### src/rtl/pipe_pkg.sv
`default_nettype none
// ============================================================================
//  Module      : pipe_pkg
//  Description : Shared types and constants for the MINI-RISC pipeline sequencer
//  Revision    : 1.0  initial release
// ============================================================================
package pipe_pkg;

    typedef enum logic [2:0] {
        RUN     = 3'd0,
        LDSTALL = 3'd1,
        FLUSH   = 3'd2,
        DRAIN   = 3'd3,
        HALTED  = 3'd4
    } pipe_seq_state_t;

    localparam int unsigned STG_F = 0;
    localparam int unsigned STG_D = 1;
    localparam int unsigned STG_E = 2;
    localparam int unsigned STG_M = 3;
    localparam int unsigned STG_W = 4;

    // Instruction word the D/E register captures while bubble_E is high (addi x0,x0,0)
    localparam logic [31:0] NOP_INSTR = 32'h0000_0013;

    // Down-counter width able to hold values 0 .. max_cyc-1
    function automatic int cnt_width(input int max_cyc);
        return (max_cyc < 2) ? 1 : $clog2(max_cyc);
    endfunction

endpackage
`default_nettype wire

### src/rtl/sat_counter.sv
`default_nettype none
// ============================================================================
//  Module      : sat_counter
//  Description : W-bit event counter that sticks at all-ones instead of wrapping
//  Revision    : 1.0  initial release
// ============================================================================
module sat_counter #(
    parameter int W = 16
) (
    input  logic         clk,
    input  logic         rst,
    input  logic         inc,
    input  logic         clr,
    output logic [W-1:0] q
);

    logic [W-1:0] r_q;

    always_ff @(posedge clk or posedge rst) begin
        if (rst) begin
            r_q <= '0;
        end else if (clr) begin
            r_q <= '0;
        end else if (inc && (r_q != '1)) begin
            r_q <= r_q + W'(1);
        end
    end

    assign q = r_q;

endmodule
`default_nettype wire

### src/rtl/pipe_seq_ctrl.sv
`default_nettype none
// ============================================================================
//  Module      : pipe_seq_ctrl
//  Description : 5-stage pipeline sequencer: stage enables, bubble and flush.
//                Performance counters are built only with PIPE_SEQ_PERF_CNT_EN.
//  Revision    : 1.0  initial release
// ============================================================================
module pipe_seq_ctrl
    import pipe_pkg::*;
#(
    parameter int LOAD_LAT   = 1,
    parameter int BR_PENALTY = 1,
    parameter int DRAIN_CYC  = 3,
    parameter int CNT_W      = 16
) (
    input  logic             clk,
    input  logic             rst,
    input  logic             hz_stall_i,
    input  logic             hz_flush_i,
    input  logic             halt_D,
    input  logic             mem_access_M,
    input  logic             dmem_ready,
    output logic             en_F,
    output logic             en_D,
    output logic             en_E,
    output logic             en_M,
    output logic             en_W,
    output logic             bubble_E,
    output logic             flush_D,
    output logic             halted,
    output logic [CNT_W-1:0] stall_cnt,
    output logic [CNT_W-1:0] flush_cnt,
    output logic [CNT_W-1:0] wait_cnt
);

    localparam int CNT_MAX = (LOAD_LAT > BR_PENALTY)
                           ? ((LOAD_LAT > DRAIN_CYC) ? LOAD_LAT : DRAIN_CYC)
                           : ((BR_PENALTY > DRAIN_CYC) ? BR_PENALTY : DRAIN_CYC);
    localparam int CW = cnt_width(CNT_MAX);

    // The RUN-state cycle that sees the event is the first of the hold, so the
    // follow-on state covers the remaining N-1 cycles (reload N-2).
    localparam logic [CW-1:0] c_ld_reload    = (LOAD_LAT   > 1) ? CW'(LOAD_LAT - 2)   : '0;
    localparam logic [CW-1:0] c_br_reload    = (BR_PENALTY > 1) ? CW'(BR_PENALTY - 2) : '0;
    localparam logic [CW-1:0] c_drain_reload = (DRAIN_CYC  > 1) ? CW'(DRAIN_CYC - 2)  : '0;

    pipe_seq_state_t r_state, w_state_nxt;
    logic [CW-1:0]   r_cnt, w_cnt_nxt;
    logic            r_halted;
    logic            w_freeze;
    logic [STG_W:STG_F] w_en;
    logic            w_bubble;
    logic            w_flush;

    assign w_freeze = mem_access_M && !dmem_ready && (r_state != HALTED);

    always_ff @(posedge clk or posedge rst) begin
        if (rst) begin
            r_state  <= RUN;
            r_cnt    <= '0;
            r_halted <= 1'b0;
        end else begin
            r_state  <= w_state_nxt;
            r_cnt    <= w_cnt_nxt;
            r_halted <= (w_state_nxt == HALTED);
        end
    end

    always_comb begin
        w_state_nxt = r_state;
        w_cnt_nxt   = r_cnt;
        w_en        = '0;
        w_bubble    = 1'b0;
        w_flush     = 1'b0;
        if (!w_freeze) begin
            case (r_state)
                RUN: begin
                    if (halt_D) begin
                        w_en[STG_E] = 1'b1;
                        w_en[STG_M] = 1'b1;
                        w_en[STG_W] = 1'b1;
                        w_bubble    = 1'b1;
                        if (DRAIN_CYC > 1) begin
                            w_state_nxt = DRAIN;
                            w_cnt_nxt   = c_drain_reload;
                        end else begin
                            w_state_nxt = HALTED;
                        end
                    end else if (hz_stall_i) begin
                        w_en[STG_E] = 1'b1;
                        w_en[STG_M] = 1'b1;
                        w_en[STG_W] = 1'b1;
                        w_bubble    = 1'b1;
                        if (LOAD_LAT > 1) begin
                            w_state_nxt = LDSTALL;
                            w_cnt_nxt   = c_ld_reload;
                        end
                    end else if (hz_flush_i) begin
                        w_en    = '1;
                        w_flush = 1'b1;
                        if (BR_PENALTY > 1) begin
                            w_state_nxt = FLUSH;
                            w_cnt_nxt   = c_br_reload;
                        end
                    end else begin
                        w_en = '1;
                    end
                end
                LDSTALL, DRAIN: begin
                    w_en[STG_E] = 1'b1;
                    w_en[STG_M] = 1'b1;
                    w_en[STG_W] = 1'b1;
                    w_bubble    = 1'b1;
                    if (r_cnt == '0) begin
                        w_state_nxt = (r_state == DRAIN) ? HALTED : RUN;
                    end else begin
                        w_cnt_nxt = r_cnt - CW'(1);
                    end
                end
                FLUSH: begin
                    w_en    = '1;
                    w_flush = 1'b1;
                    if (r_cnt == '0) begin
                        w_state_nxt = RUN;
                    end else begin
                        w_cnt_nxt = r_cnt - CW'(1);
                    end
                end
                HALTED: begin
                    w_state_nxt = HALTED;
                end
                default: begin
                    w_state_nxt = RUN;
                    w_cnt_nxt   = '0;
                end
            endcase
        end
    end

    // Pipeline registers must not move while reset is asserted
    assign en_F     = w_en[STG_F] & ~rst;
    assign en_D     = w_en[STG_D] & ~rst;
    assign en_E     = w_en[STG_E] & ~rst;
    assign en_M     = w_en[STG_M] & ~rst;
    assign en_W     = w_en[STG_W] & ~rst;
    assign bubble_E = w_bubble    & ~rst;
    assign flush_D  = w_flush     & ~rst;
    assign halted   = r_halted;

`ifdef PIPE_SEQ_PERF_CNT_EN
    logic w_stall_inc;
    logic w_flush_inc;

    assign w_stall_inc = !w_freeze &&
                         ((r_state == LDSTALL) ||
                          ((r_state == RUN) && !halt_D && hz_stall_i));
    assign w_flush_inc = !w_freeze &&
                         ((r_state == FLUSH) ||
                          ((r_state == RUN) && !halt_D && !hz_stall_i && hz_flush_i));

    sat_counter #(.W(CNT_W)) u_stall_cnt (
        .clk (clk),
        .rst (rst),
        .inc (w_stall_inc),
        .clr (1'b0),
        .q   (stall_cnt)
    );

    sat_counter #(.W(CNT_W)) u_flush_cnt (
        .clk (clk),
        .rst (rst),
        .inc (w_flush_inc),
        .clr (1'b0),
        .q   (flush_cnt)
    );

    sat_counter #(.W(CNT_W)) u_wait_cnt (
        .clk (clk),
        .rst (rst),
        .inc (w_freeze),
        .clr (1'b0),
        .q   (wait_cnt)
    );
`else
    assign stall_cnt = '0;
    assign flush_cnt = '0;
    assign wait_cnt  = '0;
`endif

endmodule
`default_nettype wire

### config.mk
export PLATFORM = sky130hd
export DESIGN_NAME = pipe_seq_ctrl
export DESIGN_NICKNAME = d
export VERILOG_FILES = /design/src/rtl/pipe_pkg.sv /design/src/rtl/sat_counter.sv /design/src/rtl/pipe_seq_ctrl.sv
export SDC_FILE = /design/constraint.sdc
export NUM_CORES = 1
export LEC_CHECK = 0
export BUFFER_PORTS_ARGS = -buffer_cell sky130_fd_sc_hd__buf_4
export CORE_MARGIN = 4
export CORE_UTILIZATION = 42
export DETAILED_ROUTE_END_ITERATION = 12
export PLACE_DENSITY_LB_ADDON = 0.25
export SYNTH_ARGS = -nofsm -noshare
export SYNTH_HDL_FRONTEND = slang
export SYNTH_SLANG_ARGS = --single-unit
### constraint.sdc
create_clock -name clk -period 2.68 [get_ports clk]
set_clock_uncertainty 0.15 [all_clocks]
set_input_delay 0 -clock clk [delete_from_list [all_inputs] [get_ports clk]]
set_output_delay 0 -clock clk [all_outputs]
set_load 0.05 [all_outputs]
==> results of run 1 <==
[per-layer routing]
layer	part of all wire	vias up	wire length (um)	GRT usage
li1	-	239	-	-
met1	0.38	213	433	0.0925
met2	0.46	36	528	0.119
met3	0.13	3	146	0.00875
met4	0.026	0	30	0.0786
met5	0	-	0	0
[sequential cells by signal, indices dropped and copies added (netlist names)]
signal	flops
halted	1
r_state	3
r_cnt	2
[logic make-up after synthesis]
kind of cell	after synthesis	synth area share
multiplexers	1	0.0126
flip-flops	6	0.190
AND/OR/NAND/NOR	19	0.145
AO/OA/AOI/OAI	11	0.111
adder cells (fa/ha/maj)	1	0.0158
other	1	0.00473
buffers and inverters	57	0.521
[final cells by class]
class	count	area, sq um	area share
Multi-Input combinational cell	80	405	0.541
Clock buffer	3	22.5	0.0301
Tap cell	25	31.3	0.0417
Sequential cell	6	150	0.200
Inverter	4	15.0	0.0200
Timing Repair Buffer	16	125	0.167
[synth_stat cells, types with 2 or more instances]
| cell | number | share of area |
|---|---|---|
| buf_4 | 51 | 0.48 |
| dfrtp_1 | 6 | 0.19 |
| nor2_1 | 5 | 0.024 |
| inv_1 | 3 | 0.014 |
| nand2b_1 | 3 | 0.024 |
| nor3_1 | 3 | 0.019 |
| a32o_1 | 2 | 0.025 |
| o31ai_1 | 2 | 0.019 |
[through the flow]
stage | instances | worst slack [ps] | util | total power [W] | hold WS (ps)
after floorplan | 143 | 251 | - | 0.000678 | -359
after global placement | 129 | 1140 | 0.401 | 0.000697 | -210
after detailed placement | 129 | 1090 | 0.401 | 0.000701 | -210
after CTS | 134 | 828 | 0.425 | 0.000788 | 23.0
after global routing | 134 | 739 | 0.425 | 0.000835 | 62.4
final | 134 | 855 | 0.425 | 0.000782 | 29.6
[power by group]
part / total (W) / internal, W / switching [W]
Combinational: 0.000523 / 0.000146 / 0.000376
Clock: 0.0000787 / 0.0000503 / 0.0000284
Sequential: 0.000180 / 0.000131 / 0.0000488
[how the worst min path moves through the flow]
stage	slack [ps]	endpoint	from	cells after the start
after global routing	60	r_cnt[0]	dmem_ready	3
after global placement	-210	halted	rst	2
final	30	r_state[2]	dmem_ready	4
after detailed placement	-210	halted	rst	2
after floorplan	-360	halted	rst	1
after CTS	20	r_state[2]	dmem_ready	4
[critical path, stage by stage (launching register included)]
cell and delay (ps):
dfrtp_1 480, or3_4 440, nor3_1 260, buf_4 250
[what timing repair did]
item                                   in CTS  in global routing
setup endpoints to repair                   0                  0
endpoints found under the hold margin       9                  0
hold buffers                                2                  0
==> metrics, run 1 <==
post-synth cell types 29; Die Span Y 51.4 um; final-layout fill cell count 170; first-pass GRT wire length 1520 um; period utilisation layout 0.681; crit path max fanout 12; commonest register cell after synthesis dfrtp_1; critical path required time 2530 ps; CP Capture Type primary output; # rows 15; # resized after CTS 0; Worst R2R Path Depth 5; sequential fraction of the synthesis area 0.190; pwr/cell area 1040 nW/um^2; share of post-route cells with drive strength above 1 0.202; final slew viol count 0; initial antenna violation count 0; Area growth syn-to-layout -5.37%; Antenna diodes 0; WS Path Type register to primary output; commonest non-fill, non-tap cells in the layout conb_1, buf_4, dfrtp_1; Max Cap Viol 0; DIE AREA 2640 sq um; commonest non-fill, non-tap cell in the layout conb_1; IR drop worst, VDD 0.461 mV; CP startpoint r_state[2]; largest net degree at the start of global routing 13; final setup TNS 0 ps; Hold Vio Cnt, Final 0; Post-synth EDFFs 0; vias 491; Final min period 1830 ps; outcome complete, no violations; Max H-tree Level 1; Avg WL per Cell 8.50 um; min-delay worst type input port to register; port bufs 14; drt pass-1 iters 4; R2R Path Start r_cnt[0]; maximum clock rate 0.548 GHz; Nets 119; CTS tree yes; Final Cell Area 749 sq um; Reg clk slew, reported paths 40 ps; dpl hpwl 991 um; number of global-route vias before repair 366; Synth Warn # 0; Cell Area, Synth 792 sq um; dpl cell area 707 sq um; clk sinks 6; CP arrival 1680 ps; routability congestion estimate 0.802; Post CTS Setup Buffer Count 0; Detailed Route WL 1140 um; post-route DRC violation count 0; Worst Setup EP en_D; DR vias/cell 3.66; share of flip-flops with an asynchronous set or reset 1.00; Initial Utilization 0.449; RSZ-0062 raised after global routing no; CTS Buffer Depth 2; leakage 0.436 nW; Die X 51.4 um; Overall Global Routing Usage 0.0783; Core ar. 1760 sq um; Synth Register Bits 6; Iter 0 DRT Violations 9; Antenna Nets Post-Route 0; overflow left after global routing 0; Critical Path Source Type register; worst-skew pair later-pin latency 240 ps; CTS Root Cell clkbuf_4; io pins 63; Syn Area/Cell 8.25 sq um; R2R setup slack 1120 ps; Final setup viols 0; worst r2r dst r_cnt[1]; Cells after Synth 96; TritonCTS Buffers 3
(Power assumes the default switching activity.)
==> inputs of run 2 (changes only) <==
- ABC_AREA: not set -> 1
- CORE_UTILIZATION: 42 -> 39
- clock period: 2.68 -> 1.7 ns (I/O delays scaled with it)
==> run 2 against run 1 <==
  * Utilization grew 0.45 points
  * Die area increased by 10%
  * Routed wire length increased by 22%
  * Synthesized cell count grew 20%
  * Register-to-register slack got worse by 810 ps
  * Highest routed layer is now met3
==> metrics, run 2 <==
outcome complete, no violations; share of flip-flops with an asynchronous set or reset 1.00 (unchanged); io pins 63 (unchanged); CTS Buffer Depth 2 (unchanged); Max H-tree Level 1 (unchanged); post-synth cell types 19 (-34%); multi-input logic area 440 sq um (+8.6%); Avg WL per Cell 8.66 um (+1.9%); commonest non-fill, non-tap cells in the layout conb_1, nand2_1, buf_4; Critical Path Source Type register; Syn Area/Cell 7.17 sq um (-13%); # rows 16 (+1); Initial Utilization 0.416 (-0.0329); vias 582 (+19%); most instantiated cells after synthesis buf_4, nand2_1, inv_1; Cells after Synth 115 (+20%); Area growth syn-to-layout 3.19%; WS Path Type register to primary output; Iter 0 DRT Violations 7 (-2); routability congestion estimate 0.810 (+1.0%); Yosys top cell area share 0.464 (-0.0191); Synth Warn # 0 (unchanged); sequential fraction of the synthesis area 0.182 (-0.00748); Die Span Y 54.0 um (+5.0%); commonest register cell after synthesis dfrtp_1; Post-synth EDFFs 0 (unchanged); final std cells w/o fill 161 (+20%); drt pass-1 iters 4 (unchanged); DP Cell Count 152 (+18%); first-pass GRT wire length 1840 um (+21%); DIE AREA 2910 sq um (+10%); TritonCTS Buffers 3 (unchanged); Synth area leader buf_4; RSZ-0062 raised after global routing yes; maximum clock rate 0.622 GHz; dominant cells by area after synthesis buf_4, dfrtp_1, nand2_1, inv_1, a21oi_2; Antenna diodes 0 (unchanged); dpl hpwl 1140 um (+15%); max reg flops 3 (unchanged); critical path required time 1550 ps (-980 ps); min-delay worst type input port to register; Reg with most FFs r_state; count leader, synth buf_4; Antenna Nets Post-Route 0 (unchanged); port bufs 14 (unchanged); post-route DRC violation count 0 (unchanged); CTS tree yes; Hold Vio Cnt, Final 0 (unchanged); largest net degree at the start of global routing 9 (-4); final slew viol count 0 (unchanged); Nets 144 (+21%); initial antenna violation count 0 (unchanged); final-layout fill cell count 203 (+19%); final setup TNS 0 ps (unchanged); CTS Root Cell clkbuf_4; Core Util, Final 0.429 (+0.00447); commonest non-fill, non-tap cell in the layout conb_1; Synth Register Bits 6 (unchanged); Core ar. 1980 sq um (+12%); Cell Area, Synth 825 sq um (+4.1%); final hold slack 37.8 ps (+8.24 ps); Detailed Route WL 1390 um (+22%); overflow left after global routing 0 (unchanged); pwr/cell area 1650 nW/um^2 (+58%); FF+latch area 153 sq um (+1.7%); IR drop worst, VDD 0.673 mV (+46%); DR vias/cell 3.61 (-1.3%); Die X 54.0 um (+5.0%); worst-skew pair later-pin latency 240 ps (about the same); share of post-route cells with drive strength above 1 0.246 (+0.0444); Max Cap Viol 0 (unchanged); number of global-route vias before repair 449 (+23%); dpl cell area 762 sq um (+7.8%); period utilisation layout 0.945; CP arrival 1460 ps (-220 ps); Final min period 1610 ps; crit path max fanout 7 (-5); Reg clk slew, reported paths 40 ps (about the same); Final Cell Area 851 sq um (+14%); Final setup viols 0 (unchanged); leakage 0.528 nW (+21%); Overall Global Routing Usage 0.0870 (+0.00868); CP Capture Type primary output; clk sinks 6 (unchanged)
## run 2: cell count changes after synthesis, sizes merged, moves of 2 or more
cell,previous run,this run
nand3,1,5
nand2b,3,0
or3,2,0
nor2b,2,0
nand2,1,24
nor2,6,8
inv,4,10
a21oi,1,3
a32o,2,0
o31ai,2,0
## run 2: cell type report
type | count | share of cell area
Clock buffer | 3 | 0.0265
Inverter | 10 | 0.0441
Multi-Input combinational cell | 95 | 0.518
Timing Repair Buffer | 20 | 0.193
Tap cell | 27 | 0.0397
Sequential cell | 6 | 0.179
## run 2: repair_timing
item	4_1_cts	5_1_grt
buffers inserted	0	2
hold endpoints to repair	8	0
endpoints found under the setup margin	0	4
hold buffers	4	0
gates resized for setup	0	4
## run 2: path summary, 6_finish.rpt
check | startpoint | end | slack [ps] | depth (start not counted)
min in group asynchronous | rst | r_state[1] | 140 | 3
worst min-delay path | mem_access_M | r_state[2] | 40 | 5
worst min register to register | r_cnt[1] | r_cnt[1] | 320 | 2
max in group asynchronous | rst | r_state[0] | 1020 | 3
worst max register to register | r_state[0] | r_cnt[0] | 310 | 7
worst max-delay path | r_state[0] | flush_D | 90 | 6
## run 2: routing by layer
metal | routed length (um) | share of wire | GRT usage
met1 | 494 | 0.35 | 0.108
met4 | 0 | 0 | 0.0249
met5 | 0 | 0 | 0
met3 | 182 | 0.13 | 0.0332
met2 | 717 | 0.51 | 0.139
## run 2: logic make-up (layout without fill, tap and decap cells)
logic type	after synthesis	in the layout	synth area share
AND/OR/NAND/NOR	41	41	0.244
other	1	48	0.00455
adder cells (fa/ha/maj)	1	1	0.0152
AO/OA/AOI/OAI	5	5	0.0440
buffers and inverters	61	33	0.510
flip-flops	6	6	0.182
## run 2: through the flow
stage / power, W / worst slack (ps)
floorplan: 0.00115 / 4.36
global placement: 0.00120 / 323
detailed placement: 0.00121 / 310
CTS: 0.00136 / 41.5
global route: 0.00153 / -8.63
finish: 0.00140 / 93.2
## run 2: power by group
group          internal [W]  total [W]  switching (W)  leakage [nW]
clock             0.0000798   0.000130      0.0000502        0.0138
sequential         0.000210   0.000286      0.0000764        0.0744
combinational      0.000273   0.000985       0.000712         0.440
## run 2: critical path, stage by stage (launching register included)
cell     delay (ps)
dfrtp_2         440
nor2_4          210
nand2_4          90
a21oi_2         110
nand2_1          80
nor2_2           80
buf_4           190
